$ cat src/rtl/stepdown_discharge_seq.sv
// Step-down discharge sequencer: delayed request -> switch enable, vlow settle qualification, timeout fault.
// Latency: request/release 2 edges after dly_i is sampled; abort_i 1 edge. No backpressure; Moore outputs.
// Optional retry-after-cooldown on the first timeout: define STEPDOWN_DISCHARGE_RETRY_EN.
module stepdown_discharge_seq #(
  parameter int TIMEOUT_CYC = 64,
  parameter int SETTLE_CYC  = 4,
  parameter int CNT_W       = 8
) (
  input  logic CELCLK,
  input  logic CELRST,
  input  logic CELV,
  input  logic CELG,
  input  logic CELSUB,
  input  logic dly_i,
  input  logic vlow_i,
  input  logic abort_i,
  output logic dis_en_o,
  output logic busy_o,
  output logic done_o,
  output logic fault_o
);

  typedef enum logic [2:0] {
    IDLE,
    DISCHARGE,
    SETTLE,
    DONE,
    FAULT
`ifdef STEPDOWN_DISCHARGE_RETRY_EN
    , COOL
`endif
  } state_t;

  localparam logic [CNT_W-1:0] TMAX = CNT_W'(TIMEOUT_CYC - 1);
  localparam logic [CNT_W-1:0] SLAST = CNT_W'(SETTLE_CYC - 1);

  // Power/substrate pins carry no logic.
  logic unused_pins;
  assign unused_pins = CELV ^ CELG ^ CELSUB;

  logic dly_m, dly_s, dly_p;
  logic vlow_m, vlow_s;
  logic rise, fall, timeout;

  state_t state, state_nx;
  logic [CNT_W-1:0] tcnt, tcnt_nx;
  logic [CNT_W-1:0] scnt, scnt_nx;
  state_t tmo_dst;
`ifdef STEPDOWN_DISCHARGE_RETRY_EN
  logic retry, retry_nx;
`endif

  always_ff @(posedge CELCLK or posedge CELRST) begin
    if (CELRST) begin
      dly_m  <= 1'b0;
      dly_s  <= 1'b0;
      dly_p  <= 1'b0;
      vlow_m <= 1'b0;
      vlow_s <= 1'b0;
    end else begin
      dly_m  <= dly_i;
      dly_s  <= dly_m;
      dly_p  <= dly_s;
      vlow_m <= vlow_i;
      vlow_s <= vlow_m;
    end
  end

  assign rise    = dly_s & ~dly_p;
  assign fall    = ~dly_s & dly_p;
  assign timeout = (tcnt == TMAX);

`ifdef STEPDOWN_DISCHARGE_RETRY_EN
  assign tmo_dst = retry ? FAULT : COOL;
`else
  assign tmo_dst = FAULT;
`endif

  always_ff @(posedge CELCLK or posedge CELRST) begin
    if (CELRST) begin
      state <= IDLE;
      tcnt  <= '0;
      scnt  <= '0;
`ifdef STEPDOWN_DISCHARGE_RETRY_EN
      retry <= 1'b0;
`endif
    end else begin
      state <= state_nx;
      tcnt  <= tcnt_nx;
      scnt  <= scnt_nx;
`ifdef STEPDOWN_DISCHARGE_RETRY_EN
      retry <= retry_nx;
`endif
    end
  end

  always_comb begin
    state_nx = state;
    tcnt_nx  = tcnt;
    scnt_nx  = scnt;
`ifdef STEPDOWN_DISCHARGE_RETRY_EN
    retry_nx = retry;
`endif
    if (state == IDLE) begin
      tcnt_nx = '0;
      scnt_nx = '0;
`ifdef STEPDOWN_DISCHARGE_RETRY_EN
      retry_nx = 1'b0;
`endif
      if (rise)
        state_nx = DISCHARGE;
    end else if (abort_i || fall) begin
      state_nx = IDLE;
      tcnt_nx  = '0;
      scnt_nx  = '0;
    end else begin
      case (state)
        DISCHARGE: begin
          tcnt_nx = tcnt + 1'b1;
          if (vlow_s && (SETTLE_CYC == 1)) begin
            state_nx = DONE;
          end else if (timeout) begin
            state_nx = tmo_dst;
            scnt_nx  = '0;
`ifdef STEPDOWN_DISCHARGE_RETRY_EN
            retry_nx = 1'b1;
`endif
          end else if (vlow_s) begin
            state_nx = SETTLE;
            scnt_nx  = CNT_W'(1);
          end
        end
        SETTLE: begin
          tcnt_nx = tcnt + 1'b1;
          // Completion outranks a coincident timeout.
          if (vlow_s && (scnt == SLAST)) begin
            state_nx = DONE;
          end else if (timeout) begin
            state_nx = tmo_dst;
            scnt_nx  = '0;
`ifdef STEPDOWN_DISCHARGE_RETRY_EN
            retry_nx = 1'b1;
`endif
          end else if (vlow_s) begin
            scnt_nx = scnt + 1'b1;
          end else begin
            state_nx = DISCHARGE;
            scnt_nx  = '0;
          end
        end
        DONE, FAULT: begin
          if (!dly_s)
            state_nx = IDLE;
        end
`ifdef STEPDOWN_DISCHARGE_RETRY_EN
        COOL: begin
          scnt_nx = scnt + 1'b1;
          if (scnt == SLAST) begin
            state_nx = DISCHARGE;
            tcnt_nx  = '0;
            scnt_nx  = '0;
          end
        end
`endif
        default: state_nx = IDLE;
      endcase
    end
  end

  assign dis_en_o = (state == DISCHARGE) || (state == SETTLE);
`ifdef STEPDOWN_DISCHARGE_RETRY_EN
  assign busy_o   = dis_en_o || (state == COOL);
`else
  assign busy_o   = dis_en_o;
`endif
  assign done_o   = (state == DONE);
  assign fault_o  = (state == FAULT);

endmodule
$ cat config.mk
export PLATFORM = sky130hd
export DESIGN_NAME = stepdown_discharge_seq
export DESIGN_NICKNAME = d
export VERILOG_FILES = /design/src/rtl/stepdown_discharge_seq.sv
export SDC_FILE = /design/constraint.sdc
export NUM_CORES = 1
export LEC_CHECK = 0
export ABC_AREA = 0
export CORE_ASPECT_RATIO = 0.5
export CORE_MARGIN = 4
export CORE_UTILIZATION = 50
export CTS_BUF_LIST = sky130_fd_sc_hd__clkbuf_2
export DETAILED_ROUTE_END_ITERATION = 10
export PLACE_DENSITY = 0.72
export SYNTH_ARGS = -nofsm -noshare
export SYNTH_HDL_FRONTEND = slang
export SYNTH_SLANG_ARGS = --single-unit
$ cat constraint.sdc
create_clock -name CELCLK -period 6.7 [get_ports CELCLK]
set_clock_uncertainty 0.15 [all_clocks]
set_input_delay 1.675 -clock CELCLK [delete_from_list [all_inputs] [get_ports CELCLK]]
set_output_delay 1.675 -clock CELCLK [all_outputs]
set_load 0.05 [all_outputs]
==> qor.yml <==
cts:
  cts_buffers: 3
  clkSlewWorstSetupHoldPaths_ps: 240
  tritoncts: "done"
  cts_root_buffer: "clkbuf_2"
  cts_buffer_depth: 2
  post_cts_buffers: 0
  hold_buffers: 0
  htree_levels: 1
  clkSinkCount: 24
  clk-insertion-delay-late_ps: 350
  cts_resized: 0
power:
  power_density_nw_per_um2: 272
  power.internal_uw: 239
  leakage_nw: 0.641
  p_total_uw: 416
  swShare: 0.427
  combPwrFrac: 0.419
  ir_worst_vdd_uv: 134
  p_sw_uw: 178
  clkPwrFrac: 0.141
  pwr-share-seq: 0.440
synth:
  ys_warn_count: 0
  synthesis.area_um2: 1430
  synth.most_common_cell: "dfrtp_1"
  synth_cell_types: 45
  async_reset_ff_frac: 1.00
  synth-edff-count: 0
  synth.top_cells.by_count: "dfrtp_1 (24), o21ai_0 (15), nor2_1 (12), o31ai_1 (11), nand2_1 (6)"
  synth_top_cell_by_area: "dfrtp_1"
  yosys-top-cells-area: "dfrtp_1 (42%), o31ai_1 (5.8%), o21ai_0 (5.3%)"
  yosysSeqAreaShare: 0.421
  synth_top_area_share: 0.421
  ys_seq_elements: 24
  syn_inst: 148
  ys.flop_type: "dfrtp_1"
  syn_nets: 158
  avgSynthCellArea_um2: 9.65
timing:
  final.setup.tns_ps: 0
  fmax_mhz: 251
  slew_headroom: 0.390
  hold_ws_ps: 230
  slew_violations: 0
  post-route-worst-setup-slack_ps: 2710
  min_period_ps: 3990
  fin_crit_sh: 0.595
  rsz0062_at_grt: "false"
  worst_pin_slew_ps: 915
  hold_viol_final: 0
  setup_viol: 0
layout:
  synthToLayoutAreaGrowth_pct: 7.01
  antenna_cells: 0
  finalInstanceArea_um2: 1530
  nNetsFinal: 164
  drive_gt1_frac: 0.118
  fillers: 238
detailed_routing:
  vias: 1172
  wl_um: 2970
  wire_per_inst_um: 15.6
  via_per_inst: 6.17
  drtIter0Drc: 104
  drc_errors: 0
  drtPass1Iterations: 4
  ant_nets: 0
grt:
  grt_max_degree: 25
  grt_pass1_vias: 1134
  grtUsageTotal: 0.181
  globalRouteOverflowTotal: 0
  grt_pass1_wl_um: 5480
  antenna_found_initial: 0
setup_path:
  cpLargestDelayFamily: "buffers and inverters"
  worstSetupPathType: "reg2out"
  start_kind: "register"
  path_max_fanout: 13
  path_cells: "nor3b_1 > clkdlybuf4s50_1"
  required_ps: 4880
  cp_slowest_stage_delay_ps: 860
  crit_buf_inv: 1
  crit_slowest_cell: "clkdlybuf4s50_1"
  cp_data_arrival_time_ps: 2160
  cp-end-kind: "output port"
status:
  status: "completed"
placement:
  dp_slack_ps: 2780
  hpwl_um: 2070
  gp_congestion: 0.891
  io_buffers: 8
  placed_area_um2: 1510
die:
  boundaryPins: 12
  rows: 13
  fp.dieH_um: 45.8
  start_util: 0.538
  die_w_um: 83.6
  coreArea_um2: 2650
  die-area_um2: 3830
hold_path:
  hp-class: "reg2reg"
run:
  drv_cap: 0
## cells in the final DEF, fill, tap and decap left out, types with 2 or more instances in the layout
| cell type | instances |
|---|---|
| dfrtp_1 | 24 |
| o21ai_0 | 15 |
| nor2_1 | 12 |
| o31ai_1 | 11 |
| clkdlybuf4s50_1 | 8 |
| nand2_1 | 6 |
| and3_1 | 5 |
| inv_1 | 5 |
| nand3_1 | 5 |
| nor4_1 | 5 |
| a21oi_1 | 4 |
| nor3_1 | 4 |
| nand4_1 | 4 |
| nor2b_1 | 3 |
| o41ai_1 | 3 |
| or4b_2 | 3 |
| clkbuf_2 | 3 |
| xnor2_1 | 2 |
| nor4b_1 | 2 |
| nor3b_1 | 2 |
| mux2_4 | 2 |
| xor2_1 | 2 |
| ha_1 | 2 |
## power groups by stage
stage	Combinational [mW]	Sequential (mW)	Clock, mW
floorplan	0.153	0.168	0
global placement	0.172	0.185	0
detailed placement	0.174	0.186	0
CTS	0.175	0.183	0.0617
global route	0.192	0.188	0.0683
finish	0.174	0.183	0.0586
## area by class of cell
class | instances | area (um^2) | share of cell area
multi-input combinational | 112 | 763 | 0.500
sequential | 24 | 601 | 0.393
timing repair buffer | 8 | 80.1 | 0.0524
tap | 37 | 46.3 | 0.0303
inverter | 5 | 18.8 | 0.0123
clock buffer | 3 | 15.0 | 0.00983
clock inverter | 1 | 3.75 | 0.00246
## metrics by stage
step	util	instances
2_1_floorplan	-	148
3_3_place_gp	0.569	186
3_5_place_dp	0.569	186
4_1_cts	0.576	190
5_1_grt	0.576	190
6_report	0.576	190
## per-layer routing
layer | track usage | vias to the layer above | share of wire
met5 | 0 | - | 0
met4 | 0.0288 | 0 | 0.0027
met3 | 0.0469 | 2 | 0.068
met2 | 0.295 | 38 | 0.45
met1 | 0.252 | 556 | 0.48
li1 | - | 576 | -
## worst paths after layout
check                                       endpoint  cells after the start  slack, ps                  from
worst max-delay path                         fault_o                      2       2710  state[2]$_DFFE_PP0P_
worst min-delay path                vlow_s$_DFF_PP0_                      0        230      vlow_m$_DFF_PP0_
worst max register to register   scnt[1]$_DFFE_PP0P_                      6       4260   scnt[0]$_DFFE_PP0P_
worst min register to register      vlow_s$_DFF_PP0_                      0        230      vlow_m$_DFF_PP0_
max in group asynchronous        tcnt[6]$_DFFE_PP0P_                      2       4220                CELRST
min in group asynchronous       state[2]$_DFFE_PP0P_                      2       1630                CELRST
## kinds of logic (layout without fill, tap and decap cells)
logic type	Yosys count	in the layout	share of synthesized area
AO/OA/AOI/OAI	39	39	0.185
adder cells (fa/ha/maj)	2	2	0.0175
AND/OR/NAND/NOR	64	64	0.280
multiplexers	3	3	0.0280
buffers and inverters	12	17	0.0447
flip-flops	24	24	0.421
XOR/XNOR	4	4	0.0245
## flip-flops by register name (all words and copies together), names as in the netlist
signal and flops:
dly_m 1, dly_p 1, vlow_s 1, state 3, scnt 8, tcnt 8
dly_s 1, vlow_m 1
Note: power is estimated with default switching activity, not from simulation.
